<file path="src/rtl/andor_arbiter.sv">
// andor_arbiter: four-requester arbiter and sequencer for one shared
// AND-OR evaluation unit (y = a&b | c&d, bitwise over W bits).
// A winner's operands are latched on the granting edge. The shared unit
// is evaluated in the following cycle. The result comes back registered
// and tagged with the winner's index.
// Optional feature macro: ANDOR_RR_EN.
//   Defined   -> round-robin arbitration, starting after the last grant.
//   Undefined -> fixed priority, requester 0 highest and 3 lowest.
module andor_arbiter #(
    parameter int W = 1
) (
    input  logic           clk,
    input  logic           rst,
    input  logic [3:0]     req,
    input  logic [4*W-1:0] a,
    input  logic [4*W-1:0] b,
    input  logic [4*W-1:0] c,
    input  logic [4*W-1:0] d,
    output logic [3:0]     gnt,
    output logic [W-1:0]   y,
    output logic           valid,
    output logic [1:0]     id,
    output logic           busy
);

    typedef enum logic [1:0] {
        IDLE = 2'd0,
        EVAL = 2'd1,
        RESP = 2'd2
    } state_t;

    state_t       state, state_next;
    logic [3:0]   gnt_next;
    logic [W-1:0] y_next;
    logic         valid_next;
    logic [1:0]   id_next;
    logic         busy_next;

    // Operands of the current winner, frozen on the granting edge
    logic [W-1:0] op_a, op_b, op_c, op_d;
    logic [W-1:0] op_a_next, op_b_next, op_c_next, op_d_next;

    // Index of the requester that owns the operation in flight
    logic [1:0]   winner, winner_next;

    // Arbitration result for the current req vector
    logic         pick_valid;
    logic [1:0]   pick_idx;

    // The single shared AND-OR evaluation, fed only from latched operands
    logic [W-1:0] andor_out;

`ifdef ANDOR_RR_EN
    // Most recently granted requester; the search starts just after it
    logic [1:0]   last_grant, last_grant_next;

    // Round-robin search from last_grant+1, wrapping 3 -> 0
    always_comb begin
        logic [1:0] cand;
        pick_valid = 1'b0;
        pick_idx   = 2'd0;
        cand       = 2'd0;
        for (int k = 1; k <= 4; k++) begin
            cand = last_grant + 2'(k);
            if (!pick_valid && req[cand]) begin
                pick_valid = 1'b1;
                pick_idx   = cand;
            end
        end
    end
`else
    // Fixed priority: the lowest-numbered active requester wins
    always_comb begin
        pick_valid = 1'b0;
        pick_idx   = 2'd0;
        for (int k = 3; k >= 0; k--) begin
            if (req[k]) begin
                pick_valid = 1'b1;
                pick_idx   = 2'(k);
            end
        end
    end
`endif

    // Shared AND-OR datapath instance
    always_comb begin
        andor_out = (op_a & op_b) | (op_c & op_d);
    end

    // Next-state and next-output logic; every register holds unless its state changes it
    always_comb begin
        state_next  = state;
        gnt_next    = gnt;
        y_next      = y;
        valid_next  = valid;
        id_next     = id;
        op_a_next   = op_a;
        op_b_next   = op_b;
        op_c_next   = op_c;
        op_d_next   = op_d;
        winner_next = winner;
`ifdef ANDOR_RR_EN
        last_grant_next = last_grant;
`endif
        case (state)
            IDLE: begin
                valid_next = 1'b0;
                gnt_next   = 4'b0000;
                if (pick_valid) begin
                    op_a_next   = a[pick_idx*W +: W];
                    op_b_next   = b[pick_idx*W +: W];
                    op_c_next   = c[pick_idx*W +: W];
                    op_d_next   = d[pick_idx*W +: W];
                    gnt_next    = 4'b0001 << pick_idx;
                    winner_next = pick_idx;
`ifdef ANDOR_RR_EN
                    last_grant_next = pick_idx;
`endif
                    state_next  = EVAL;
                end
            end
            EVAL: begin
                y_next     = andor_out;
                id_next    = winner;
                valid_next = 1'b1;
                gnt_next   = 4'b0000;
                state_next = RESP;
            end
            RESP: begin
                valid_next = 1'b0;
                gnt_next   = 4'b0000;
                state_next = IDLE;
            end
            default: begin
                valid_next = 1'b0;
                gnt_next   = 4'b0000;
                state_next = IDLE;
            end
        endcase
        busy_next = (state_next != IDLE);
    end

    // State and output registers; reset aborts any operation in flight
    always_ff @(posedge clk) begin
        if (rst) begin
            state  <= IDLE;
            gnt    <= 4'b0000;
            y      <= '0;
            valid  <= 1'b0;
            id     <= 2'd0;
            busy   <= 1'b0;
            op_a   <= '0;
            op_b   <= '0;
            op_c   <= '0;
            op_d   <= '0;
            winner <= 2'd0;
`ifdef ANDOR_RR_EN
            last_grant <= 2'd3;
`endif
        end else begin
            state  <= state_next;
            gnt    <= gnt_next;
            y      <= y_next;
            valid  <= valid_next;
            id     <= id_next;
            busy   <= busy_next;
            op_a   <= op_a_next;
            op_b   <= op_b_next;
            op_c   <= op_c_next;
            op_d   <= op_d_next;
            winner <= winner_next;
`ifdef ANDOR_RR_EN
            last_grant <= last_grant_next;
`endif
        end
    end

endmodule

</file>
<file path="config.mk">
export PLATFORM = sky130hd
export DESIGN_NAME = andor_arbiter
export DESIGN_NICKNAME = d
export VERILOG_FILES = /design/src/rtl/andor_arbiter.sv
export SDC_FILE = /design/constraint.sdc
export NUM_CORES = 1
export LEC_CHECK = 0
export BUFFER_PORTS_ARGS = -buffer_cell sky130_fd_sc_hd__buf_2
export CORE_MARGIN = 2
export CORE_UTILIZATION = 29
export DETAILED_ROUTE_END_ITERATION = 6
export GPL_TIMING_DRIVEN = 0
export HOLD_SLACK_MARGIN = 0.06
export PLACE_DENSITY_LB_ADDON = 0.05
export SYNTH_ARGS = -nofsm -noshare
export SYNTH_HDL_FRONTEND = slang
export SYNTH_SLANG_ARGS = --single-unit
</file>
<file path="constraint.sdc">
create_clock -name clk -period 1.15 [get_ports clk]
set_input_delay 0.0575 -clock clk [delete_from_list [all_inputs] [get_ports clk]]
set_output_delay 0.0575 -clock clk [all_outputs]
set_load 0.005 [all_outputs]
</file>
Yosys cells after proc, flatten, opt, wreduce, memory -nomap -nowiden --
Index checks and enable logic that the tools add are counted.
Word-level totals: bits in registers 17, bits of input ports 22, output and inout port bits 9, logic and storage cells 37
Operators by class: equality and inequality tests 1, shifts and indexed selects 5, mux-type cells 11, bitwise operators 5, reductions and logical operators 4
Operators by type and width (number):
- $shiftx A4 B3 Y1 | 4
- $mux W2 | 5
- $mux W1 | 5
- $pmux W2 S2 | 1
- $shl A1 B2 Y4 const A | 1
- $reduce_or A3 Y1 | 1
- $and A1 B1 Y1 | 2
- $eq A2 B1 Y1 const B | 1
- $logic_not A2 Y1 | 1
- $not A1 Y1 | 2
- $reduce_and A2 Y1 | 1
- $reduce_bool A2 Y1 | 1
- $or A1 B1 Y1 | 1

Logic depth before layout (Yosys ltp) --
depth after elaboration 7, mapped depth 5, mapped depth without buffers 3

Worst setup path after synthesis --
No wires, ideal clock.
kind register to register, start register state[1], end register winner[0], setup time 0.068 ns, arrival time 1.152 ns, data required time 1.082 ns, path slack -0.069 ns, cell stages (with the launch flop) 5, buffers on the path 1, clock period less this slack 1.219 ns, path through dfxtp_1 -> or2_1 -> buf_6 -> a2111o_1 -> a21oi_2
On the way: longest elaborated chain between the ends 2
Ends and longest elaborated chain:
- start: declaration | line 32 | state_t state, state_next;
- start signal: assignment | line 161 | state <= state_next;
- $logic_not A2 Y1 | line 105 | case (state)
- $reduce_and A2 Y1 (no source line)
- end signal: assignment | line 171 | winner <= winner_next;
- end: declaration | line 44 | logic [1:0] winner, winner_next;
Every way passes these cells. A chain may end at the register's enable or synchronous reset.

Worst setup path in the final report --
start register state[1], end register gnt[3]
On the way: longest elaborated chain between the ends 3
Ends and longest elaborated chain:
- $logic_not A2 Y1 | line 105
- $not A1 Y1 (no source line)
- $reduce_or A3 Y1 (no source line)
- end signal: assignment | line 162 | gnt <= gnt_next;
- end: declaration | line 19 | output logic [3:0] gnt,
Every way passes these cells.

==> flow_metrics.tcl <==
set metrics [dict create \
    vias_per_cell 4.87 \
    fill_cells 303 \
    setup_viol 9 \
    cts_tree "built" \
    power_density_mw_per_mm2 1140 \
    holdPathStages 3 \
    end_kind "flop" \
    post-route-util 0.394 \
    top_layer "met4" \
    antenna_found_initial 0 \
    critPathTopFamily "simple AND/OR/NAND/NOR gates" \
    post-route-drc-count 0 \
    met3WireLength_um 97 \
    netlist_area_um2 851 \
    num_vias 765 \
    min_path_type "in2reg" \
    clock_skew_ps 4.47 \
    p_switching_uw 333 \
    seq_area_frac_synth 0.400 \
    ys_seq_elements 17 \
    fin_total_pwr_mw 1.25 \
    slew_headroom 0.670 \
    grt_overflow_total 0 \
    fmax_mhz 780 \
    avgSynthCellArea_um2 9.35 \
    grt_pass1_vias 730 \
    antenna_cells 0 \
    portBuffers 29 \
    final_cells 157 \
    rows 19 \
    dieHeight_um 58.2 \
    nets 149 \
    synth-edff-count 0 \
    gr-usage-all-layers 0.127 \
    post_route_cells_drive_above_1_share 0.381 \
    layout_setup_ws_ps -131 \
    synth_cell_type_count 30 \
    grt_start_max_net_pins 11 \
    crit_arrival_ps 1490 \
    cts-htree-levels 1 \
    synthArstFlopShare 0 \
    path_class "reg2reg" \
    crit_slowest_cell "dfxtp_2" \
    synth_top_area_cell "dfxtp_1" \
    grt_pass1_wl_um 3210 \
    hold_viol_final 0 \
    reg2reg_depth 4 \
    ioPinCount 31 \
    cts_root_buf "clkbuf_4" \
    fp.coreArea_mm2 0.00278 \
    place.gp.congestion 0.723 \
    wl_met1_um 886 \
    slowest_delay_ps 330 \
    avgRoutedWirePerCell_um 12.3 \
    met2_wirelength_um 932 \
    seq_power_share 0.520 \
    clock_sinks 17 \
    initial_utilization 0.306 \
    cts.path.max_buffers 2 \
    path_cells "or2_1 > buf_6 > nor3_4 > nor4b_4" \
    hp-start "a[0]" \
    pwr-share-clk 0.252 \
    synthTopCellsByArea "dfxtp_1 40%, nor3b_1 7.9%, nor2b_1 6.6%" \
    worst_pin_slew_ps 495 \
    holdPathEnd "op_a" \
    synth_warnings 0 \
    start_kind "flop" \
    r2r-end "gnt[3]" \
    combPwrFrac 0.228 \
    vdd_drop_max_v 0.000663 \
    path_clk_slew_ps 100 \
    swShare 0.267 \
    synth_ff_type "dfxtp_1" \
    cp.buffers_inverters 1 \
    routed_wl_um 1930 \
    cts_made_buffers 3 \
    die_w_um 58.2 \
    first_pass_iters 2 \
    max_cap_violations 0 \
    clk-insertion-delay-late_ps 280 \
    holdBufCountCts 0 \
    synth_top_area_frac 0.400 \
    r2r-start "state[1]" \
    status "finished with violations" \
    tns_ps -660 \
    violations "setup timing" \
    area_growth_pct 28.7 \
    syn_nets 113 \
    drt_iter0_drc 12 \
    whs_ps 105 \
    synth.most_common_cell "dfxtp_1" \
    slew_violations 0 \
    rsz0062_at_grt "true" \
    die_area_mm2 0.00338 \
    fin_crit_sh 1.11 \
    fin_crit_ps 1280 \
    required_ps 1360 \
    dp_cells 151 \
    crit_fanout 6 \
    ant_nets 0 \
    synth_commonest_cells "17 x dfxtp_1, 10 x nor2_1, 9 x nor2b_1, 9 x nor3b_1, 6 x o21ai_0" \
    p_leak_nw 0.476 \
    p_int_uw 913 \
    ff2ff_setup_slack_ps -130 \
    netlist_instances 91 \
]
[tightest hold or removal path: stages]
cell and delay (ps):
buf_2 70, o21bai_1 90, a32o_1 150
[cell type report]
cell class / instances / area (um2) / share of cell area
tap: 31 / 38.8 / 0.0354
buffer: 7 / 47.5 / 0.0434
multi-input combinational: 65 / 469 / 0.429
clock buffer: 4 / 26.3 / 0.0240
sequential: 17 / 342 / 0.312
inverter: 1 / 3.75 / 0.00343
timing repair buffer: 32 / 168 / 0.153
[cell families after synthesis]
kind of cell	Yosys count	share of synthesized area
and+or+nand+nor	43	0.340
DFF	17	0.400
AOI/OAI and AO/OA	20	0.172
muxes	2	0.0235
buffers and inverters	9	0.0647
[worst max path at each step]
stage               startpoint      to  depth (start not counted)
global route          state[1]  gnt[3]                          4
detailed placement    state[1]  gnt[3]                          4
global placement      state[1]  gnt[3]                          4
floorplan             state[1]  gnt[3]                          4
finish                state[1]  gnt[3]                          4
CTS                   state[1]  gnt[3]                          4
[power groups by stage]
stage / logic, mW / registers, mW / clock network, mW
after floorplan: 0.170 / 0.661 / 0
after global placement: 0.268 / 0.661 / 0
after detailed placement: 0.266 / 0.662 / 0
after CTS: 0.285 / 0.649 / 0.329
after global routing: 0.317 / 0.653 / 0.349
final: 0.285 / 0.648 / 0.314
[layout by cell type (no fill, tap or decap), types with 4 or more instances in the layout]
master,count
buf_2,31
dfxtp_1,16
nor2_1,10
nor2b_1,9
nor3b_1,8
o21ai_0,5
buf_4,4
a32o_1,4
[metal layers]
metal,global-route usage,vias to the layer above
li1,-,398
met1,0.150,347
met2,0.214,18
met3,0.0379,2
met4,0.0498,0
met5,0,-
[state kept, by name, summed over array words and instances (netlist names)]
register / flops
busy: 1
id: 2
valid: 1
op_b: 1
op_d: 1
y: 1
gnt: 4
op_c: 1
state: 2
winner: 2
op_a: 1
[stage by stage]
| step | worst slack (ps) | instance area [um2] |
|---|---|---|
| final | -131 | 1090 |
| after global routing | -235 | 1090 |
| after floorplan | 17.3 | 851 |
| after global placement | -122 | 1030 |
| after detailed placement | -105 | 1030 |
| after CTS | -129 | 1080 |
[what timing repair did]
item / CTS / global route
gates resized for setup: 2 / 2
endpoints found under the setup margin: 7 / 14
buffers inserted: 3 / 0
pin swaps: 2 / 4
Power figures use the tool's default switching activity.
